`src/rtl/alu_request_arbiter.sv`:
```
// rtl/alu_request_arbiter.sv - round-robin arbiter sequencing N_REQ requesters onto one shared ALU
module alu_request_arbiter #(
   parameter int  N_REQ  = 4,
   parameter int  DATA_W = 16,
   parameter int  RES_W  = 32,
   localparam int PTR_W  = (N_REQ > 1) ? $clog2(N_REQ) : 1
) (
   input  logic                    clk,
   input  logic                    reset,
   input  logic [N_REQ-1:0]        req,
   input  logic [2*N_REQ-1:0]      req_opcode,
   input  logic [3*N_REQ-1:0]      req_ctrl,
   input  logic [DATA_W*N_REQ-1:0] req_a,
   input  logic [DATA_W*N_REQ-1:0] req_b,
   output logic [N_REQ-1:0]        grant,
   output logic [N_REQ-1:0]        ack,
   output logic [RES_W-1:0]        result,
   output logic                    busy,
   output logic                    alu_begin_op,
   output logic [1:0]              alu_opcode,
   output logic [2:0]              alu_ctrl,
   output logic [DATA_W-1:0]       alu_a,
   output logic [DATA_W-1:0]       alu_b,
   input  logic                    alu_end_op,
   input  logic [RES_W-1:0]        alu_result
);

   typedef enum logic [1:0] {
      S_IDLE  = 2'd0,
      S_ISSUE = 2'd1,
      S_WAIT  = 2'd2,
      S_RESP  = 2'd3
   } state_t;

   state_t              r_state;
   logic [PTR_W-1:0]    r_rr_ptr;
   logic [PTR_W-1:0]    r_owner;
   logic [N_REQ-1:0]    r_grant;
   logic [N_REQ-1:0]    r_ack;
   logic [RES_W-1:0]    r_result;
   logic                r_begin_op;
   logic [1:0]          r_opcode;
   logic [2:0]          r_ctrl;
   logic [DATA_W-1:0]   r_a;
   logic [DATA_W-1:0]   r_b;

   logic [2*N_REQ-1:0]  w_req_dbl;
   logic [N_REQ-1:0]    w_req_rot;
   logic                w_found;
   logic [PTR_W-1:0]    w_offset;
   logic [PTR_W:0]      w_sum;
   logic [PTR_W-1:0]    w_pick_idx;
   logic [PTR_W-1:0]    w_next_ptr;
   logic [1:0]          w_sel_opcode;
   logic [2:0]          w_sel_ctrl;
   logic [DATA_W-1:0]   w_sel_a;
   logic [DATA_W-1:0]   w_sel_b;

   // Rotate so bit 0 is the requester at rr_ptr; lowest set bit is then the winner.
   assign w_req_dbl = {req, req};
   assign w_req_rot = w_req_dbl[r_rr_ptr +: N_REQ];

   always_comb begin
      w_found  = 1'b0;
      w_offset = '0;
      for (int k = 0; k < N_REQ; k++) begin
         if (!w_found && w_req_rot[k]) begin
            w_found  = 1'b1;
            w_offset = PTR_W'(k);
         end
      end
   end

   always_comb begin
      w_sum = {1'b0, r_rr_ptr} + {1'b0, w_offset};
      if (w_sum >= (PTR_W+1)'(N_REQ)) begin
         w_sum = w_sum - (PTR_W+1)'(N_REQ);
      end
      w_pick_idx = w_sum[PTR_W-1:0];
      w_next_ptr = (w_pick_idx == PTR_W'(N_REQ-1)) ? '0 : w_pick_idx + PTR_W'(1);
   end

   always_comb begin
      w_sel_opcode = '0;
      w_sel_ctrl   = '0;
      w_sel_a      = '0;
      w_sel_b      = '0;
      for (int i = 0; i < N_REQ; i++) begin
         if (w_pick_idx == PTR_W'(i)) begin
            w_sel_opcode = req_opcode[2*i +: 2];
            w_sel_ctrl   = req_ctrl[3*i +: 3];
            w_sel_a      = req_a[DATA_W*i +: DATA_W];
            w_sel_b      = req_b[DATA_W*i +: DATA_W];
         end
      end
   end

   // Operands are captured once at grant; the ALU sees only these registers.
   always_ff @(posedge clk or posedge reset) begin
      if (reset) begin
         r_state    <= S_IDLE;
         r_rr_ptr   <= '0;
         r_owner    <= '0;
         r_grant    <= '0;
         r_ack      <= '0;
         r_result   <= '0;
         r_begin_op <= 1'b0;
         r_opcode   <= '0;
         r_ctrl     <= '0;
         r_a        <= '0;
         r_b        <= '0;
      end else begin
         case (r_state)
            S_IDLE: begin
               if (w_found) begin
                  r_owner    <= w_pick_idx;
                  r_grant    <= N_REQ'(1) << w_pick_idx;
                  r_rr_ptr   <= w_next_ptr;
                  r_opcode   <= w_sel_opcode;
                  r_ctrl     <= w_sel_ctrl;
                  r_a        <= w_sel_a;
                  r_b        <= w_sel_b;
                  r_begin_op <= 1'b1;
                  r_state    <= S_ISSUE;
               end
            end
            S_ISSUE: begin
               r_begin_op <= 1'b0;
               r_state    <= S_WAIT;
            end
            S_WAIT: begin
               if (alu_end_op) begin
                  r_result <= alu_result;
                  r_ack    <= N_REQ'(1) << r_owner;
                  r_state  <= S_RESP;
               end
            end
            S_RESP: begin
               r_ack   <= '0;
               r_grant <= '0;
               r_state <= S_IDLE;
            end
            default: begin
               r_state <= S_IDLE;
            end
         endcase
      end
   end

   assign grant        = r_grant;
   assign ack          = r_ack;
   assign result       = r_result;
   assign busy         = (r_state != S_IDLE);
   assign alu_begin_op = r_begin_op;
   assign alu_opcode   = r_opcode;
   assign alu_ctrl     = r_ctrl;
   assign alu_a        = r_a;
   assign alu_b        = r_b;

endmodule

```
`config.mk`:
```
export PLATFORM = sky130hd
export DESIGN_NAME = alu_request_arbiter
export DESIGN_NICKNAME = d
export VERILOG_FILES = /design/src/rtl/alu_request_arbiter.sv
export SDC_FILE = /design/constraint.sdc
export NUM_CORES = 1
export LEC_CHECK = 0
export ABC_CLOCK_PERIOD_IN_PS = 3300
export CORE_MARGIN = 8
export CORE_UTILIZATION = 38
export CTS_CLUSTER_DIAMETER = 30
export CTS_CLUSTER_SIZE = 10
export DETAILED_ROUTE_END_ITERATION = 10
export PLACE_DENSITY_LB_ADDON = 0.12
export SLEW_MARGIN = 30
export SYNTH_ARGS = -nofsm -noshare
export SYNTH_HDL_FRONTEND = slang
export SYNTH_SLANG_ARGS = --single-unit
```
`constraint.sdc`:
```
create_clock -name clk -period 3.3 [get_ports clk]
set_input_delay 0.66 -clock clk [delete_from_list [all_inputs] [get_ports clk]]
set_output_delay 0.66 -clock clk [all_outputs]
set_load 0.02 [all_outputs]
```
Yosys cells after proc, flatten, opt, wreduce, memory -nomap -nowiden

Index checks and enable logic that the tools add are counted.
Widths: inputs -> output; s select.

$add $sub $neg: 3
Multipliers: 0
Div/mod/pow operators: 0
Order comparisons: 1
Equal/unequal tests: 8
Shifts and indexed selects: 3
Muxes and demuxes: 34
Bitwise logic cells: 0
Reductions and logical operators: 18

Operators with widths:

| kind                | number |
|---|---|
| $mux 16             | 8 |
| $mux 2              | 10 |
| $pmux 4 s2          | 2 |
| $mux 3              | 4 |
| $reduce_and 2->1    | 6 |
| $eq 2x2->1 const B  | 4 |
| $mux 4              | 2 |
| $pmux 2 s4          | 1 |
| $reduce_bool 2->1   | 4 |
| $shiftx 8x3->4      | 1 |
| $shl 1x2->4 const A | 2 |
| $mux 1              | 6 |
| $eq 2x1->1 const B  | 2 |
| $logic_not 2->1     | 2 |
| $ne 2x2->1 const B  | 2 |
| $add 2x2->3         | 1 |
| $ge 3x3->1 const B  | 1 |
| $logic_and 1x1->1   | 3 |
| $logic_not 1->1     | 3 |
| $add 2x1->2 const B | 1 |
| $pmux 1 s2          | 1 |
| $sub 2x1->2 const B | 1 |

Flip-flop bits (word level): 84
Bits in latches: 0
RAM bits: 0
ROM bits: 0
Bits of input ports: 187
Output and inout port bits: 79
Memories kept: 0

Logic depth before layout (Yosys ltp)

Depth in word-level cells: 19
Gate-level depth with buffers: 16
Mapped depth without buffers: 14

Least setup slack after synthesis

OpenSTA, ideal clock, no wires.

Kind: input-to-reg
Start: in req[2]
End: reg r_a[7], in the netlist alu_a[7]
Arrival time: 2.835 ns
Required time: 3.164 ns
Slack: 0.329 ns
Cell stages on the path: 13
Cell sequence: or4_1 -> nand3_1 -> ha_1 -> xnor2_1 -> xnor2_1 -> ha_1 -> nor2b_1 -> buf_2 -> buf_2 -> a221oi_1 -> nor3_1 -> a21oi_1 -> o21ai_0

Word-level cells in the longest chain between the ends: 19

RTL lines:

| element                                          | RTL line | source |
|---|---|---|
| start, declared                                  | 10       | `input logic [N_REQ-1:0] req,` |
| $shiftx 8x3->4 (*)                               | 61       | `assign w_req_rot = w_req_dbl[r_rr_ptr +: N_REQ];` |
| $mux 1                                           | 67       | `if (!w_found && w_req_rot[k]) begin` |
| $logic_not 1->1                                  | 67       |  |
| $logic_and 1x1->1                                | 67       |  |
| $mux 1                                           | 67       |  |
| $logic_not 1->1                                  | 67       |  |
| $logic_and 1x1->1                                | 67       |  |
| $mux 1                                           | 67       |  |
| $logic_not 1->1                                  | 67       |  |
| $logic_and 1x1->1                                | 67       |  |
| $mux 2                                           | 67       |  |
| $add 2x2->3                                      | 75       | `w_sum = {1'b0, r_rr_ptr} + {1'b0, w_offset};` |
| $ge 3x3->1 / $sub 2x1->2 (equally long branches) | 76, 77   |  |
| $mux 2                                           | 76       | `if (w_sum >= (PTR_W+1)'(N_REQ)) begin` |
| $logic_not 2->1                                  | 89       | `if (w_pick_idx == PTR_W'(i)) begin` |
| $mux 16 (4 in a row)                             | 89       |  |
| end signal, assigned                             | 121      | `r_a <= w_sel_a;` |
| end, declared                                    | 44       | `logic [DATA_W-1:0] r_a;` |

Every way passes the cells marked *; elsewhere a longest branch is shown, timed or not.
A chain may end at the register's enable or synchronous reset.

Worst setup path in the final report

Start: in req[3]
End: reg r_opcode[1], in the netlist alu_opcode[1]

Word-level cells in the longest chain between the ends: 19

RTL lines:

| element                                          | RTL line | source |
|---|---|---|
| $shiftx 8x3->4 (*)                               | 61       |  |
| $mux 1                                           | 67       |  |
| $logic_not 1->1                                  | 67       |  |
| $logic_and 1x1->1                                | 67       |  |
| $mux 1                                           | 67       |  |
| $logic_not 1->1                                  | 67       |  |
| $logic_and 1x1->1                                | 67       |  |
| $mux 1                                           | 67       |  |
| $logic_not 1->1                                  | 67       |  |
| $logic_and 1x1->1                                | 67       |  |
| $mux 2                                           | 67       |  |
| $add 2x2->3                                      | 75       |  |
| $ge 3x3->1 / $sub 2x1->2 (equally long branches) | 76, 77   |  |
| $mux 2                                           | 76       |  |
| $logic_not 2->1                                  | 89       |  |
| $mux 2 (4 in a row)                              | 89       |  |
| end signal, assigned                             | 119      | `r_opcode <= w_sel_opcode;` |
| end, declared                                    | 42       | `logic [1:0] r_opcode;` |

Marked as above.

==> summary.txt <==
CTS
  • Number of CTS-inserted buffers: 9
  • Clock tree buffer depth: 2
  • CTS tree: yes
  • Clk sink count: 84
  • Clk pin slew, worst setup/hold paths: 0.07 ns
  • Hold-fix buffers at CTS: 0
  • CTS Root Cell: clkbuf_16
  • Depth of the CTS H-tree: 3
  • Clk Latency, worst-skew pair: 0.34 ns

Yosys
  • Syn_nets: 653
  • Register area share after synthesis: 0.474
  • Post-Synthesis Cells: 456
  • Mapped cell area: 0.00443 mm^2
  • Synth Warn #: 0
  • Mapped Avg Cell Area: 9.72 um^2
  • Synth unique cells: 37
  • Synth Register Bits: 84

Setup path
  • Crit. End Element: flop
  • R2R depth: 13
  • CP peak stage delay: 0.50 ns
  • Max FO, Critical Path: 6
  • Slowest CP cell: clkdlybuf4s50_1
  • CP delay by family, top: buffers and inverters
  • CP Launch Type: input pin
  • Worst EP required: 3.52 ns
  • Number of stages on the worst setup path: 17
  • Crit Path Class: input pin to flop
  • Crit path cell chain: clkdlybuf4s50_1 -> inv_1 -> nand3_1 -> o311ai_0 -> o21ai_1 -> nand3_1 -> ha_1 -> xnor2_2 -> xnor2_2 -> buf_4 -> ha_4 -> nor2b_4 -> buf_6 -> a221oi_1 -> nor3_1 -> a21oi_1 -> o21ai_0
  • Buf+Inv Stages, Crit Path: 4
  • Crit path arrival time: 3.40 ns

Global route
  • Total GRT Usage: 0.206
  • Grt ovf: 0
  • Vias in the first global route: 4638
  • First-pass GRT wire length: 24300 um
  • Initial antenna violation count: 0
  • Largest net degree at the start of global routing: 57

Die
  • Die area: 0.0154 mm^2
  • I/O Pins: 266
  • Die height: 124 um
  • # rows: 39
  • Initial core utilization: 0.388
  • Core area: 0.0114 mm^2
  • Die width: 124 um

Final layout
  • Filler cell count: 925
  • Commonest non-fill, non-tap cell in the layout: clkdlybuf4s50_1
  • Most frequent cells in the layout: clkdlybuf4s50_1, dfrtp_1, nand2_1
  • Layout Nets: 927
  • N_diodes: 0
  • Area delta synth->final: 78.1%
  • Layout cells sized above 1: 0.139
  • Finished Cell Area: 0.00790 mm^2

Route
  • Vias per inst: 5.19
  • TritonRoute pass-1 iters: 6
  • Via count: 4558
  • DR iter-0 viols: 221
  • Final ANT Viol Nets: 0
  • Drt wl/cell: 19.1 um
  • DRT Wirelength: 16800 um
  • DR DRC count: 0

STA
  • Clock Skew: 0.00643 ns
  • Final Max Slew Viols: 0
  • # setup viols final: 0
  • Final worst path period need: 3.18 ns
  • Slew HR: 0.652
  • Final Hold Fails: 0
  • Final hold slack: 0.481 ns
  • Worst-margin pin slew: 0.522 ns
  • F_max: 314 MHz
  • Tcrit/Tclk final: 0.965

Place
  • Port Buffers: 265
  • Placed cell areas: 0.00746 mm^2
  • RD Place Congestion: 0.818
  • HPWL Detailed: 13400 um

Hold path
  • Hold depth: 2
  • Worst Hold Class: flop to flop

Pwr
  • Total Power: 0.00972 W
  • P per Cell Area: 1230 mW/mm^2
  • VDD IR-drop max: 0.601 mV
  • Leak: 3.23 nW

Job
  • Max-cap violation count: 0

Outcome
  • Status: completed
[metrics by stage]
stage	cells	worst slack (ns)	TNS, ns	utilization
2_1_floorplan	456	0.329	0	-
3_3_place_gp	861	-0.251	-5.84	0.653
3_5_place_dp	861	-0.330	-8.67	0.653
4_1_cts	877	0.00980	0	0.682
5_1_grt	878	-0.0558	-0.491	0.691
6_report	878	0.116	0	0.691
[Yosys cell counts]
master / count / area, um^2
a21o_1: 1 / 7.51
a21oi_1: 39 / 195
a221oi_1: 36 / 315
a22o_1: 6 / 52.6
and3_1: 1 / 6.26
buf_2: 13 / 65.1
buf_6: 2 / 22.5
clkbuf_1: 23 / 86.3
dfrtp_1: 84 / 2100
ha_1: 10 / 125
inv_1: 8 / 30.0
mux2_2: 34 / 383
mux2i_1: 1 / 10.0
nand2_1: 49 / 184
nand2b_1: 1 / 6.26
nand3_1: 3 / 15.0
nand3b_1: 2 / 15.0
nor2_1: 6 / 22.5
nor2_2: 1 / 6.26
nor2b_1: 38 / 238
nor3_1: 37 / 185
nor4_1: 1 / 6.26
nor4b_1: 2 / 17.5
o2111ai_1: 1 / 8.76
o211ai_1: 1 / 7.51
o21ai_0: 37 / 185
o21ai_1: 8 / 40.0
o21ba_2: 1 / 10.0
o22ai_1: 1 / 6.26
o311ai_0: 1 / 8.76
o31ai_1: 1 / 7.51
o31ai_2: 1 / 12.5
o32a_1: 1 / 10.0
or3_1: 1 / 6.26
or4_1: 1 / 7.51
xnor2_1: 2 / 17.5
xor2_1: 1 / 8.76
[flip-flops by register name, summed over array words and instances (netlist names), 3 cells and up]
name	flops
result	32
alu_ctrl	3
alu_a	16
alu_b	16
grant	4
ack	4
[layout make-up]
class                      instances  area (um^2)  share of cell area
clock buffer                      10          239              0.0303
tap                              143          179              0.0227
sequential                        84         2100               0.266
inverter                           8         31.3             0.00396
timing repair buffer             301         3030               0.383
clock inverter                     6         95.1              0.0120
multi-input combinational        326         2220               0.281
[kinds of logic after synthesis]
logic type / after synthesis / synth area share
AO/OA/AOI/OAI: 135 / 0.196
AND/OR/NAND/NOR: 143 / 0.161
multiplexers: 35 / 0.0886
XOR/XNOR: 3 / 0.00593
adder cells (fa/ha/maj): 10 / 0.0282
flip-flops: 84 / 0.474
buffers and inverters: 46 / 0.0460
[tightest hold or removal path, cell delays in order (launching register included)]
cell     delay (ns)
dfrtp_1        0.34
nand2_1        0.05
o21ai_0        0.06
[per-layer routing]
metal,up-vias,routed length (um),track usage
li1,2206,-,-
met1,2145,6250,0.216
met2,195,8500,0.367
met3,12,1870,0.0943
met4,0,153,0.0535
met5,-,0,0
[worst paths after layout]
check	start	end	slack, ns
setup / recovery	req[3]	alu_opcode[1]	0.12
hold / removal	alu_a[8]	alu_a[8]	0.48
setup reg to reg	r_rr_ptr[0]	alu_opcode[1]	0.32
hold reg to reg	alu_a[8]	alu_a[8]	0.48
max in group asynchronous	reset	result[31]	1.97
min in group asynchronous	reset	alu_b[8]	0.66
[power by group]
group,total (W),switching [W],internal (W)
registers,0.00183,0.000294,0.00154
logic,0.00677,0.00344,0.00333
clock network,0.00112,0.000433,0.000692
[timing repair]
action,4_1_cts,5_1_grt
endpoints found under the setup margin,0,37
resized for setup,0,18
buffers inserted,0,1
(Power assumes the default switching activity.)
